File: config.mk
export PLATFORM = sky130hd
export DESIGN_NAME = master_port
export DESIGN_NICKNAME = d
export VERILOG_FILES = /design/src/rtl/master_port.sv
export SDC_FILE = /design/constraint.sdc
export NUM_CORES = 1
export LEC_CHECK = 0
export BUFFER_PORTS_ARGS = -buffer_cell sky130_fd_sc_hd__buf_2
export CORE_MARGIN = 10
export CORE_UTILIZATION = 25
export CTS_BUF_LIST = sky130_fd_sc_hd__clkbuf_4
export CTS_CLUSTER_DIAMETER = 30
export DETAILED_ROUTE_END_ITERATION = 10
export PLACE_DENSITY_LB_ADDON = 0.12
export REMOVE_ABC_BUFFERS = 1
export SYNTH_ARGS = -nofsm -noshare
export SYNTH_HDL_FRONTEND = slang
export SYNTH_SLANG_ARGS = --single-unit
export TNS_END_PERCENT = 30
File: constraint.sdc
create_clock -name i_clk -period 2.16 [get_ports i_clk]
set_input_delay 0.108 -clock i_clk [delete_from_list [all_inputs] [get_ports i_clk]]
set_output_delay 0.108 -clock i_clk [all_outputs]
set_load 0.005 [all_outputs]
File: src/rtl/master_port.sv
// Serial bus master port: takes a parallel user request, wins the bus from the
// arbiter, shifts the address (and write data) out LSB first, and assembles
// serially returned read data. Supports a slave-initiated split of a read.
module master_port #(
  parameter int unsigned ADDR_WIDTH = 12,
  parameter int unsigned DATA_WIDTH = 8
) (
  input  logic                  i_clk,
  input  logic                  i_rst,
  input  logic                  i_dvalid,
  input  logic [ADDR_WIDTH-1:0] i_daddr,
  input  logic [DATA_WIDTH-1:0] i_dwdata,
  input  logic                  i_dmode,
  output logic                  o_dready,
  output logic [DATA_WIDTH-1:0] o_drdata,
  output logic                  o_drvalid,
  output logic                  o_mbreq,
  input  logic                  i_mbgrant,
  output logic                  o_mwdata,
  output logic                  o_mmode,
  output logic                  o_mwvalid,
  input  logic                  i_mrdata,
  input  logic                  i_mrvalid,
  input  logic                  i_sready,
  input  logic                  i_ssplit
);

  localparam int unsigned MaxWidth = (ADDR_WIDTH > DATA_WIDTH) ? ADDR_WIDTH : DATA_WIDTH;
  localparam int unsigned CntWidth = $clog2(MaxWidth + 1);
  localparam logic [CntWidth-1:0] AddrLast = CntWidth'(ADDR_WIDTH - 1);
  localparam logic [CntWidth-1:0] DataLast = CntWidth'(DATA_WIDTH - 1);

  typedef enum logic [2:0] {
    StIdle,
    StReq,
    StAddr,
    StWdata,
    StRwait,
    StRdata,
    StSplit,
    StDone
  } state_e;

  state_e                r_state;
  state_e                w_state_d;
  logic [CntWidth-1:0]   r_cnt;
  logic [ADDR_WIDTH-1:0] r_addr;
  logic [DATA_WIDTH-1:0] r_wdata;
  logic [DATA_WIDTH-1:0] r_rbuf;
  logic [DATA_WIDTH-1:0] r_rdata;
  logic                  r_mode;

  logic w_cnt_inc;
  logic w_shift_addr;
  logic w_shift_wdata;
  logic w_rx_bit;
  logic w_rx_last;
  logic w_cnt_keep;

  // State register.
  always_ff @(posedge i_clk) begin
    if (i_rst) begin
      r_state <= StIdle;
    end else begin
      r_state <= w_state_d;
    end
  end

  // Next-state decode, datapath strobes and state-derived outputs.
  always_comb begin
    w_state_d     = r_state;
    w_cnt_inc     = 1'b0;
    w_shift_addr  = 1'b0;
    w_shift_wdata = 1'b0;
    w_rx_bit      = 1'b0;
    w_rx_last     = 1'b0;
    o_dready      = 1'b0;
    o_drvalid     = 1'b0;
    o_mbreq       = 1'b0;
    o_mwvalid     = 1'b0;
    o_mwdata      = 1'b0;
    unique case (r_state)
      StIdle: begin
        o_dready = 1'b1;
        if (i_dvalid) w_state_d = StReq;
      end
      StReq: begin
        o_mbreq = 1'b1;
        if (i_mbgrant && i_sready) w_state_d = StAddr;
      end
      StAddr: begin
        o_mbreq   = 1'b1;
        o_mwvalid = 1'b1;
        o_mwdata  = r_addr[0];
        if (!i_mbgrant) begin
          // Lost the bus mid-transfer: the request is dropped.
          w_state_d = StIdle;
        end else begin
          w_shift_addr = 1'b1;
          w_cnt_inc    = 1'b1;
          if (r_cnt == AddrLast) w_state_d = r_mode ? StWdata : StRwait;
        end
      end
      StWdata: begin
        o_mbreq   = 1'b1;
        o_mwvalid = 1'b1;
        o_mwdata  = r_wdata[0];
        if (!i_mbgrant) begin
          w_state_d = StIdle;
        end else begin
          w_shift_wdata = 1'b1;
          w_cnt_inc     = 1'b1;
          if (r_cnt == DataLast) w_state_d = StDone;
        end
      end
      StRwait: begin
        o_mbreq = 1'b1;
        if (i_ssplit) begin
          w_state_d = StSplit;
        end else if (i_mrvalid) begin
          w_rx_bit  = 1'b1;
          w_cnt_inc = 1'b1;
          if (r_cnt == DataLast) begin
            w_rx_last = 1'b1;
            w_state_d = StDone;
          end
        end
      end
      StRdata: begin
        o_mbreq = 1'b1;
        if (i_mrvalid) begin
          w_rx_bit  = 1'b1;
          w_cnt_inc = 1'b1;
          if (r_cnt == DataLast) begin
            w_rx_last = 1'b1;
            w_state_d = StDone;
          end
        end
      end
      StSplit: begin
        if (i_mbgrant) w_state_d = StRdata;
      end
      StDone: begin
        o_drvalid = 1'b1;
        w_state_d = StIdle;
      end
      default: w_state_d = StIdle;
    endcase
  end

  // A split keeps the partial read count across SPLIT and back into RDATA.
  assign w_cnt_keep = (w_state_d == StSplit) || (r_state == StSplit);

  assign o_mmode  = r_mode;
  assign o_drdata = r_rdata;

  // Request capture, shift registers, read assembly and bit counter.
  always_ff @(posedge i_clk) begin
    if (i_rst) begin
      r_cnt   <= '0;
      r_addr  <= '0;
      r_wdata <= '0;
      r_rbuf  <= '0;
      r_rdata <= '0;
      r_mode  <= 1'b0;
    end else begin
      if (r_state == StIdle && i_dvalid) begin
        r_addr  <= i_daddr;
        r_wdata <= i_dwdata;
        r_mode  <= i_dmode;
      end
      if (w_shift_addr) r_addr <= r_addr >> 1;
      if (w_shift_wdata) r_wdata <= r_wdata >> 1;
      // Shifting in from the top lands received bit n at position n once all
      // DATA_WIDTH bits have arrived.
      if (w_rx_bit) r_rbuf <= {i_mrdata, r_rbuf[DATA_WIDTH-1:1]};
      if (w_rx_last) r_rdata <= {i_mrdata, r_rbuf[DATA_WIDTH-1:1]};
      if ((w_state_d != r_state) && !w_cnt_keep) begin
        r_cnt <= '0;
      end else if (w_cnt_inc) begin
        r_cnt <= r_cnt + 1'b1;
      end
    end
  end

endmodule

### Yosys cells after proc, flatten, opt, wreduce, memory -nomap -nowiden

Cells that the tools add are included.

| storage, ports and cells | value |
|---|---|
| register bits after elaboration | 44 |
| bits of input ports | 29 |
| output and inout bits | 14 |
| word-level logic and storage cells | 65 |

| operators by class | value |
|---|---|
| add/subtract/negate cells | 1 |
| equal/unequal tests | 11 |
| mux-type cells | 31 |
| reduce and logical (&&, ||, !) cells | 13 |

Operator list:

| cell | number |
|---|---|
| 3-bit two-way mux | 10 |
| 3-bit case mux with 8 select lines | 1 |
| 11-bit two-way mux | 2 |
| 3-bit equality test, second input constant | 5 |
| 7-bit two-way mux | 2 |
| 1-bit two-way mux | 12 |
| 2-bit OR reduction | 4 |
| 3-bit by 2-bit equality test with 1-bit output, second input constant | 2 |
| 1-bit case mux with 2 select lines | 3 |
| 5-bit OR reduction | 1 |
| 4-bit by 1-bit adder with 4-bit output, second input constant | 1 |
| 4-bit by 3-bit equality test with 1-bit output, second input constant | 1 |
| 4-bit equality test, second input constant | 1 |
| 2-bit nonzero test | 2 |
| 3-bit by 1-bit equality test with 1-bit output, second input constant | 1 |
| 1-bit logical AND | 3 |
| 3-bit zero test | 1 |
| 3-bit inequality test | 1 |
| 1-bit case mux with 3 select lines | 1 |
| 1-bit zero test | 1 |
| 1-bit logical OR | 1 |

### Longest topological paths before layout

Gate-level depths: netlist of run 1.

| depth | value |
|---|---|
| word-level depth | 10 |
| depth in mapped cells | 7 |

### Worst setup path before layout of run 1

OpenSTA, ideal clock, no wires.

| timing | value |
|---|---|
| kind | reg-to-reg |
| start | reg r_cnt[0] |
| end | reg r_cnt[0] |
| setup time | 0.136 ns |
| data arrival time | 1.544 ns |
| slack | 0.479 ns |
| stages on the path, launching flop included | 7 |
| buffers on the path | 0 |
| period minus slack after synthesis | 1.681 ns |
| cells stage by stage | dfxtp_1 ha_1 and3b_1 a222oi_1 a21oi_1 a31oi_1 a211oi_1 |

| on the way | value |
|---|---|
| word-level cells in the longest chain between the ends | 10 |
| elaborated cells between the ends (all ways) | 16 |
| classes of those cells | add/sub: 1; eq/ne: 4; mux: 7; reduce/logical: 4 |

Ends and longest elaborated chain:

| element | RTL line | source |
|---|---|---|
| from (decl) | 46 | `logic [CntWidth-1:0] r_cnt;` |
| from (signal assigned) | 181 | `r_cnt <= r_cnt + 1'b1;` |
| 4-bit by 3-bit equality test with 1-bit output | 113, 123, 134 |  |
| 3-bit two-way mux | 113, 123, 134 |  |
| 3-bit two-way mux | 131 | `if (i_mrvalid) begin` |
| 3-bit two-way mux | 118 | `if (i_ssplit) begin` |
| 3-bit case mux with 8 select lines | 82 | `unique case (r_state)` |
| 3-bit equality test | 152 | `assign w_cnt_keep = (w_state_d == StSplit) \|\| (r_state == StSplit);` |
| 1-bit logical OR | 152 |  |
| 1-bit zero test | 178 | `if ((w_state_d != r_state) && !w_cnt_keep) begin` |
| 1-bit logical AND | 178 |  |
| 2-bit OR reduction (no source line) | -- |  |

Several ways; a longest one is shown, not always the timed one.
A chain may end at the register's enable or synchronous reset.

### Worst setup path after layout of run 1

| timing | value |
|---|---|
| start | reg r_state[1] |
| end | reg r_cnt[1] |

| on the way | value |
|---|---|
| word-level cells in the longest chain between the ends | 9 |
| elaborated cells between the ends (all ways) | 26 |
| classes of those cells | eq/ne: 9; mux: 11; reduce/logical: 6 |

Ends and longest elaborated chain:

| element | RTL line | source |
|---|---|---|
| from (decl) | 44 | `state_e r_state;` |
| from (signal assigned) | 63 | `r_state <= StIdle;` |
| from (signal assigned) | 65 | `r_state <= w_state_d;` |
| 3-bit two-way mux | 113, 123, 134 |  |
| 3-bit two-way mux | 131 |  |
| 3-bit two-way mux | 118 |  |
| 3-bit case mux with 8 select lines | 82 |  |
| 3-bit equality test | 152 |  |
| 1-bit logical OR | 152 |  |
| 1-bit zero test | 178 |  |
| 1-bit logical AND | 178 |  |
| 2-bit OR reduction (no source line) | -- |  |

Several ways; a longest one is shown, not always the timed one.

==> results_dict.tcl, run 1 <==
set metrics [dict create \
    run_status "completed" \
    grt_pass1_wl_mm 9.27 \
    setup_violations 0 \
    clock_insertion_delay_at_the_later_pin_of_the_skew_report_ps 350 \
    n_fill_cell 882 \
    number_of_antenna_violations_at_the_first_check_in_global_routing 0 \
    core_area_um2 8130 \
    power_frac_seq_pct 50.2 \
    syn_avg_cell_area_um2 8.76 \
    holdCritStartpoint "i_dwdata[6]" \
    cts.reportedPaths.clkPinSlew_ps 130 \
    num_vias 1829 \
    hold_viol_final 0 \
    asyncSetResetFlopFracSynth_pct 0 \
    die_area_um2 12300 \
    synthesis.instances 236 \
    setup.worst_path.class "flop to flop" \
    hold_path_end "r_wdata[6]" \
    simple_gate_fraction_of_synth_area_pct 24.0 \
    clk_path_buf_depth 2 \
    share_comb_of_total_power_pct 12.1 \
    reg2reg_from "r_state[1]" \
    grt_pass1_vias 1756 \
    antenna_left 0 \
    synthMostInstantiatedCell "sky130_fd_sc_hd__dfxtp_1" \
    overflow 0 \
    fmax_mhz 512 \
    fp.dieH_um 111 \
    maxCapViolCount 0 \
    regToRegEndpoint "r_cnt[1]" \
    via_to_cell_ratio 4.64 \
    placement.io_buffers 42 \
    synth_top_family_by_area "simple AND/OR/NAND/NOR gates" \
    drv_slew 0 \
    post-route-cell-area_um2 2620 \
    critPathArrivalTime_ps 2190 \
    synthXorXnorAreaFrac_pct 1.27 \
    drt-initial-drc-count 65 \
    clock-root-buffer "sky130_fd_sc_hd__clkbuf_4" \
    tritoncts "yes" \
    cell_depth_of_the_worst_flop_to_flop_path 5 \
    globalplace.congestion 0.755 \
    p_leak_nw 1.05 \
    min_period_over_period_pct 90.5 \
    drc 0 \
    start_util_pct 25.4 \
    postLayoutCoreUtil_pct 32.2 \
    cts-htree-levels 2 \
    drt_first_pass_iters 4 \
    place_hpwl_mm 3.94 \
    insertedDiodeCount 0 \
    fp.dieW_um 111 \
    clkSinkCount 43 \
    synth_top_cell_area_share_pct 41.6 \
    internal_power_mw 1.30 \
    tightestPinTransition_ps 477 \
    placed_area_um2 2380 \
    yosys.area_share.adder_pct 0.605 \
    boundaryPins 43 \
    grt_overall_usage_pct 8.95 \
    layout-drive-gt1-share_pct 22.5 \
    synth_top_cell_by_area "sky130_fd_sc_hd__dfxtp_1" \
    grt_setup_unrepaired "no" \
    synth_edf_count 0 \
    routed_wl_mm 5.57 \
    prevailing_post_synth_register_cell "sky130_fd_sc_hd__dfxtp_1" \
    timing.reg2reg.setup_slack_ps 210 \
    power_frac_clock_pct 37.7 \
    synthDistinctLibCells 42 \
    cp.required_ps 2400 \
    hold_path_depth 3 \
    final_nets 318 \
    synth-seq-cells 43 \
    placementRows 33 \
    min-delay-path-class "input port to flop" \
    pin_count_of_the_biggest_net_entering_global_routing 44 \
    drt-wirelength-per-cell_um 14.1 \
    final-seq-area_um2 861 \
    net_switching_share_of_the_total_power_pct 23.3 \
    timing.max_slew.rel_slack_pct 68.2 \
    cts_inserted_buffers 5 \
    cp-end-kind "flop" \
    worst_setup_path_start_kind "flop" \
    power_per_cell_area_nw_per_um2 645 \
    ys_seq_area_share_pct 41.6 \
    multi_input_comb_area_um2 1100 \
    area.growth.synth_to_final_pct 26.9 \
    critical_path_peak_fanout 14 \
    ys.warnings.count 0 \
    fin_skew_ps 11.1 \
    top_cell_types_by_occurrence_after_synthesis "43 x sky130_fd_sc_hd__dfxtp_1, 40 x sky130_fd_sc_hd__nor2_1, 29 x sky130_fd_sc_hd__nand2_1, 24 x sky130_fd_sc_hd__mux2i_1" \
    final_period_minus_worst_setup_slack_ps 1950 \
    synthesized_area_fraction_occupied_by_ao_oa_aoi_and_oai_cells_pct 15.4 \
    switchingPower_mw 0.394 \
    syn-cell-area_um2 2070 \
    ir_drop_worst_vdd_mv 0.361 \
    multiplexer_area_fraction_after_synthesis_pct 11.6 \
    fin_setup_tns_ps 0 \
    yosys-top-cells-area "sky130_fd_sc_hd__dfxtp_1 42%, sky130_fd_sc_hd__mux2i_1 12%, sky130_fd_sc_hd__nor2_1 7.3%" \
]
==> through the flow <==
stage	hold slack (ps)	cells	setup slack, ps	power, mW
2_1_floorplan	177	216	-59.5	0.959
3_3_place_gp	359	373	219	1.06
4_1_cts	10.3	394	163	1.73
3_5_place_dp	360	373	174	1.06
5_1_grt	29.9	394	62.7	1.79
6_report	38.8	394	206	1.69
==> worst max path at each step <==
stage	endpoint	slack, ps	start
final	r_cnt[1]	210	r_state[1]
after global routing	r_cnt[2]	60	r_state[1]
after CTS	r_cnt[3]	160	r_state[1]
after detailed placement	r_cnt[3]	170	r_state[1]
after global placement	r_cnt[3]	220	r_state[1]
after floorplan	r_cnt[0]	-60	r_state[0]
==> registers in the layout, indices dropped and copies added, names as in the netlist <==
| signal | flops |
|---|---|
| o_drdata | 8 |
| r_wdata | 8 |
| r_state | 3 |
| o_mmode | 1 |
| r_addr | 12 |
| r_rbuf | 7 |
| r_cnt | 4 |
==> per-layer routing <==
metal  wire length [µm]  vias to the layer above  global-route usage, %
met5                  0                        -                      0
met3                230                        7                   2.65
met2               2560                       29                   13.9
met1               2680                      842                   11.5
li1                   -                      951                      -
met4                 90                        0                   2.86
==> what timing repair did <==
action                                 CTS  global route
buffers inserted                         0             0
endpoints found under the hold margin   13             0
gates resized for setup                  0             1
setup endpoints to repair                0             1
hold buffers                            13             0
==> kinds of logic (layout without fill, tap and decap cells) <==
family,after synthesis,in the layout
flops,43,43
mux,24,24
fa+ha+maj,1,1
xor+xnor,3,3
simple gates,101,101
buf+inv,23,76
compound gates,41,41
==> critical path, stage by stage, from the launching register on <==
cell	delay [ps]
sky130_fd_sc_hd__dfxtp_1	610
sky130_fd_sc_hd__and3b_1	280
sky130_fd_sc_hd__a221oi_2	370
sky130_fd_sc_hd__a211oi_2	120
sky130_fd_sc_hd__o22ai_1	330
sky130_fd_sc_hd__a211oi_1	130
==> placed cells by master, fill, tap and decap left out, types with 2 or more instances in the layout <==
master | Yosys | final
sky130_fd_sc_hd__and3_1 | 2 | 2
sky130_fd_sc_hd__and2_1 | 3 | 3
sky130_fd_sc_hd__and3b_1 | 4 | 4
sky130_fd_sc_hd__dlygate4sd3_1 | 0 | 13
sky130_fd_sc_hd__a22o_1 | 2 | 2
sky130_fd_sc_hd__nand4bb_1 | 2 | 2
sky130_fd_sc_hd__nor4bb_1 | 2 | 2
sky130_fd_sc_hd__buf_2 | 10 | 42
sky130_fd_sc_hd__dfxtp_1 | 43 | 43
sky130_fd_sc_hd__nor4_1 | 3 | 3
sky130_fd_sc_hd__a311oi_1 | 11 | 11
sky130_fd_sc_hd__nand2_1 | 29 | 29
sky130_fd_sc_hd__inv_1 | 2 | 2
sky130_fd_sc_hd__mux2i_1 | 24 | 24
sky130_fd_sc_hd__a211oi_1 | 11 | 11
sky130_fd_sc_hd__bufinv_16 | 0 | 2
sky130_fd_sc_hd__xor2_1 | 2 | 2
sky130_fd_sc_hd__buf_4 | 0 | 10
sky130_fd_sc_hd__a21oi_1 | 7 | 7
sky130_fd_sc_hd__nor2_1 | 40 | 40
sky130_fd_sc_hd__nand2b_1 | 3 | 3
sky130_fd_sc_hd__nor3_1 | 6 | 6
sky130_fd_sc_hd__clkbuf_4 | 0 | 6
==> final cells by class <==
type                    count  share of cell area [%]
multi-input cells         170                    41.9
flip-flops and latches     43                    32.8
repair buffers             65                    15.8
well taps                 105                    5.01
clock buffers               6                    1.72
inverters                   3                   0.429
clock inverters             2                    2.29
==> power by group through the flow <==
stage               logic [mW]  registers (mW)  clock network (mW)
finish                   0.204           0.850               0.639
detailed placement       0.188           0.867                   0
global route             0.228           0.856               0.706
global placement         0.189           0.867                   0
floorplan               0.0965           0.862                   0
CTS                      0.207           0.850               0.674
No activity file was read; power rests on OpenSTA's default activity.
==> run 2, diff against run 1 <==
==> constraint.sdc (replaced) <==
create_clock -name i_clk -period 2.16 [get_ports i_clk]
set_input_delay 0.216 -clock i_clk [delete_from_list [all_inputs] [get_ports i_clk]]
set_output_delay 0.216 -clock i_clk [all_outputs]
set_load 0.005 [all_outputs]
==> results_dict.tcl, run 2 (synthesis gave the netlist of run 1 again) <==
set metrics [dict create \
    min_period_over_period_pct 90.0 \
    design_power_total_mw 1.59 \
    drt-wirelength-per-cell_um 14.7 \
    fin_skew_ps 19.3 \
    largest_register_ff_count 12 \
    cts.repair.resized 0 \
    hold_viol_final 0 \
    maxCapViolCount 0 \
    globalplace.congestion 0.752 \
    boundaryPins 43 \
    placement.io_buffers 42 \
    power_per_cell_area_nw_per_um2 639 \
    dp_worst_setup_slack_ps 177 \
    num_vias 1794 \
    cts_hold_repair.buffers 0 \
    clk_path_buf_depth 2 \
    start_util_pct 25.4 \
    layout-drive-gt1-share_pct 23.9 \
    via_to_cell_ratio 4.71 \
    registers.top_by_ff_count "r_addr" \
    fp.dieH_um 111 \
    overflow 0 \
    post-route-cell-area_um2 2480 \
    post_layout_nonfiller_instances 381 \
    placementRows 33 \
    post_cts_setup_buffers 0 \
    core_area_um2 8130 \
    placed_area_um2 2390 \
    drt-initial-drc-count 99 \
    critical_path_peak_fanout 11 \
    cp-end-kind "flop" \
    postLayoutCoreUtil_pct 30.5 \
    setup_violations 0 \
    fmax_mhz 514 \
    hold_path_depth 3 \
    critPathArrivalTime_ps 2220 \
    area.growth.synth_to_final_pct 20.2 \
    final_period_minus_worst_setup_slack_ps 1940 \
    die_area_um2 12300 \
    min-delay-path-class "input port to flop" \
    cts_inserted_buffers 5 \
    tightestPinTransition_ps 449 \
    cell_depth_of_the_worst_flop_to_flop_path 6 \
    cp.required_ps 2440 \
    timing.max_slew.rel_slack_pct 70.0 \
    tritoncts "yes" \
    run_status "completed" \
    grt_pass1_vias 1744 \
    insertedDiodeCount 0 \
    routed_wl_mm 5.59 \
    layout.cells.most_common_list "42 x sky130_fd_sc_hd__buf_2, 42 x sky130_fd_sc_hd__dfxtp_1, 40 x sky130_fd_sc_hd__nor2_1, 29 x sky130_fd_sc_hd__nand2_1, 24 x sky130_fd_sc_hd__mux2i_1" \
    drt_first_pass_iters 4 \
    ir_drop_worst_vdd_mv 0.259 \
    place_hpwl_mm 3.95 \
    p_leak_nw 0.989 \
    whs_ps 69.5 \
    setup.worst_path.class "flop to flop" \
    cts.reportedPaths.clkPinSlew_ps 150 \
    timing.final.ws_setup_ps 216 \
    clock_insertion_delay_at_the_later_pin_of_the_skew_report_ps 370 \
    pin_count_of_the_biggest_net_entering_global_routing 44 \
    worst_setup_path_start_kind "flop" \
    clkSinkCount 43 \
    antenna_left 0 \
    final_nets 305 \
    clock-root-buffer "sky130_fd_sc_hd__clkbuf_4" \
    number_of_antenna_violations_at_the_first_check_in_global_routing 0 \
    fin_setup_tns_ps 0 \
    grt_overall_usage_pct 8.93 \
    fp.dieW_um 111 \
    drc 0 \
    grt_pass1_wl_mm 9.28 \
    cts-htree-levels 2 \
    place_inst 373 \
    drv_slew 0 \
]
==> run 2: cell types whose count changed in the layout (fill, tap and decap cells not counted) <==
cell / previous run / this run
sky130_fd_sc_hd__dfxtp_1: 43 / 42
sky130_fd_sc_hd__bufinv_16: 2 / 1
sky130_fd_sc_hd__clkbuf_4: 6 / 5
sky130_fd_sc_hd__dfxtp_2: 0 / 1
sky130_fd_sc_hd__buf_4: 10 / 9
sky130_fd_sc_hd__inv_6: 0 / 1
sky130_fd_sc_hd__buf_12: 0 / 1
sky130_fd_sc_hd__clkinvlp_4: 0 / 1
sky130_fd_sc_hd__dlygate4sd3_1: 13 / 0
==> run 2: path summary, 6_finish.rpt <==
| kind | startpoint | to | slack, ps |
|---|---|---|---|
| setup reg to reg | r_state[2] | r_cnt[0] | 220 |
| hold reg to reg | r_addr[11] | r_addr[11] | 470 |
| hold / removal | i_daddr[11] | r_addr[11] | 70 |
| setup / recovery | r_state[2] | r_cnt[0] | 220 |
==> run 2: where the power goes <==
group          internal [mW]  leakage, nW  switching, mW
combinational         0.0870        0.597          0.103
clock                  0.248       0.0418          0.300
sequential             0.826        0.351         0.0247
total                   1.16        0.989          0.427
==> run 2: cell type report <==
| class | count | area [µm²] |
|---|---|---|
| Multi-Input combinational cell | 170 | 1100 |
| Clock buffer | 5 | 37.5 |
| Inverter | 3 | 11.3 |
| Fill cell | 869 | 5650 |
| Sequential cell | 43 | 862 |
| Timing Repair Buffer | 52 | 298 |
| Clock inverter | 3 | 46.3 |
| Tap cell | 105 | 131 |
==> run 2: metal layers <==
layer / global-route usage [%] / vias to the layer above / share of wire (%)
met5: 0 / - / 0
met4: 2.60 / 0 / 0.89
met3: 2.22 / 4 / 4.1
met2: 13.7 / 21 / 47
met1: 11.9 / 845 / 48
li1: - / 924 / -
==> run 2: worst max-delay path, stage by stage (launching register included) <==
cell                        delay [ps]
sky130_fd_sc_hd__dfxtp_1           420
sky130_fd_sc_hd__buf_4             210
sky130_fd_sc_hd__nand4bb_1         270
sky130_fd_sc_hd__o211a_1           310
sky130_fd_sc_hd__a211oi_2          230
sky130_fd_sc_hd__o22ai_1           180
sky130_fd_sc_hd__a211oi_1          250
==> run 3, diff against run 2 <==
--- a/config.mk
+++ b/config.mk
@@ -7,8 +7,8 @@
 export LEC_CHECK = 0
 export BUFFER_PORTS_ARGS = -buffer_cell sky130_fd_sc_hd__buf_2
 export CORE_MARGIN = 10
-export CORE_UTILIZATION = 25
-export CTS_BUF_LIST = sky130_fd_sc_hd__clkbuf_4
+export CORE_UTILIZATION = 30
+export CTS_BUF_LIST = sky130_fd_sc_hd__clkbuf_2 sky130_fd_sc_hd__clkbuf_4 sky130_fd_sc_hd__clkbuf_8
 export CTS_CLUSTER_DIAMETER = 30
 export DETAILED_ROUTE_END_ITERATION = 10
 export PLACE_DENSITY_LB_ADDON = 0.12
==> results_dict.tcl, run 3 (synthesis gave the netlist of run 1 again) <==
set metrics [dict create \
    boundaryPins 43 \
    ir_drop_worst_vdd_mv 0.284 \
    worst_setup_path_start_kind "flop" \
    largest_register_ff_count 12 \
    hold_viol_final 0 \
    cts.reportedPaths.clkPinSlew_ps 80 \
    met3_length_um 250 \
    grt_pass1_vias 1790 \
    clock_insertion_delay_at_the_later_pin_of_the_skew_report_ps 290 \
    setup.worst_path.class "flop to flop" \
    drt_first_pass_iters 4 \
    timing.final.ws_setup_ps 235 \
    highest_layer "met4" \
    grt_overall_usage_pct 9.99 \
    fin_setup_tns_ps 0 \
    globalplace.congestion 0.856 \
    place_hpwl_mm 3.77 \
    clk_path_buf_depth 2 \
    cp-end-kind "flop" \
    fp.dieW_um 103 \
    drt-wirelength-per-cell_um 14.5 \
    n_fill_cell 722 \
    tightestPinTransition_ps 564 \
    antenna_left 0 \
    start_util_pct 30.6 \
    insertedDiodeCount 0 \
    timing.max_slew.rel_slack_pct 62.3 \
    final_period_minus_worst_setup_slack_ps 1930 \
    hold_path_depth 3 \
    reg2reg_from "r_cnt[0]" \
    area.growth.synth_to_final_pct 18.0 \
    maxCapViolCount 0 \
    timing.reg2reg.setup_slack_ps 230 \
    critPathArrivalTime_ps 2090 \
    min_period_over_period_pct 89.1 \
    run_status "completed" \
    routed_wl_mm 5.13 \
    placementRows 30 \
    min-delay-path-class "input port to flop" \
    fp.dieH_um 103 \
    placement.io_buffers 42 \
    cp.required_ps 2320 \
    tritoncts "yes" \
    grt_setup_unrepaired "no" \
    via_to_cell_ratio 5.00 \
    cts-htree-levels 2 \
    fmax_mhz 519 \
    cell_depth_of_the_worst_flop_to_flop_path 6 \
    die_area_um2 10600 \
    post-route-cell-area_um2 2440 \
    holdCritStartpoint "i_daddr[11]" \
    number_of_antenna_violations_at_the_first_check_in_global_routing 0 \
    clkSinkCount 43 \
    layout.cells.most_common "sky130_fd_sc_hd__dfxtp_1" \
    grt_pass1_wl_mm 8.49 \
    clock-root-buffer "sky130_fd_sc_hd__clkbuf_8" \
    drt-initial-drc-count 51 \
    routedLengthMet1_mm 2.48 \
    critical_path_peak_fanout 5 \
    layout.cells.most_common_list "43 x sky130_fd_sc_hd__dfxtp_1, 42 x sky130_fd_sc_hd__buf_2, 40 x sky130_fd_sc_hd__nor2_1, 29 x sky130_fd_sc_hd__nand2_1, 24 x sky130_fd_sc_hd__mux2i_1" \
    dp_worst_setup_slack_ps 261 \
    cts_hold_repair.buffers 0 \
    power_per_cell_area_nw_per_um2 655 \
    postLayoutCoreUtil_pct 36.1 \
    overflow 0 \
    post_cts_setup_buffers 0 \
    drc 0 \
    core_area_um2 6760 \
    hold_path_end "r_addr[11]" \
    cts_inserted_buffers 5 \
    registers.top_by_ff_count "r_addr" \
    placed_area_um2 2330 \
    num_vias 1771 \
    layout-drive-gt1-share_pct 22.6 \
    final_nets 303 \
    fin_skew_ps 2.93 \
    cts.repair.resized 0 \
    regToRegEndpoint "r_cnt[0]" \
    routed-wl-met2_mm 2.32 \
    p_leak_nw 0.987 \
    setup_violations 0 \
    drv_slew 0 \
    pin_count_of_the_biggest_net_entering_global_routing 27 \
]
[run 3: cell types whose count changed in the layout (fill, tap and decap cells not counted), sizes merged]
| cell | delta |
|---|---|
| buf | -2 |
| bufinv | -1 |
| clkbuf | +3 |
| clkinvlp | -1 |
| inv | -1 |
[run 3: layout make-up]
| class | instances | area, µm² | share of cell area (%) |
|---|---|---|---|
| Multi-Input combinational cell | 170 | 1090 | 44.8 |
| Sequential cell | 43 | 861 | 35.3 |
| Timing Repair Buffer | 50 | 270 | 11.1 |
| Clock buffer | 8 | 104 | 4.26 |
| Tap cell | 80 | 100 | 4.10 |
| Inverter | 3 | 11.3 | 0.462 |
[run 3: worst max path at each step]
stage,slack [ps],to,cells past startpoint,startpoint
CTS,230,r_cnt[0],6,r_cnt[0]
finish,230,r_cnt[0],6,r_cnt[0]
detailed placement,260,r_cnt[0],6,r_cnt[0]
global placement,280,r_cnt[0],5,r_state[2]
global route,100,r_cnt[0],5,r_state[2]
floorplan,-60,r_cnt[0],5,r_state[0]
[run 3: per-layer routing]
layer | vias up | track usage, %
li1 | 920 | -
met1 | 813 | 12.5
met2 | 30 | 15.5
met3 | 8 | 3.42
met4 | 0 | 3.64
met5 | - | 0
[run 3: through the flow]
stage / instances / hold WS, ps / power [mW]
final: 354 / 154 / 1.60
after global routing: 354 / 150 / 1.69
after CTS: 354 / 144 / 1.63
after detailed placement: 346 / 452 / 1.05
after global placement: 346 / 448 / 1.05
after floorplan: 216 / 285 / 0.959
[run 3: report_power, final]
part           internal, mW  leakage (nW)  switching (mW)
Clock                 0.305        0.0549           0.267
Sequential            0.824         0.350          0.0240
Combinational        0.0805         0.582          0.0969
Total                  1.21         0.987           0.388
[run 3: worst max-delay path: stages, from the launching register on]
cell,delay [ps]
sky130_fd_sc_hd__dfxtp_1,340
sky130_fd_sc_hd__ha_1,250
sky130_fd_sc_hd__and3b_1,260
sky130_fd_sc_hd__a221oi_2,370
sky130_fd_sc_hd__a21oi_1,110
sky130_fd_sc_hd__a31oi_1,350
sky130_fd_sc_hd__a211oi_1,120
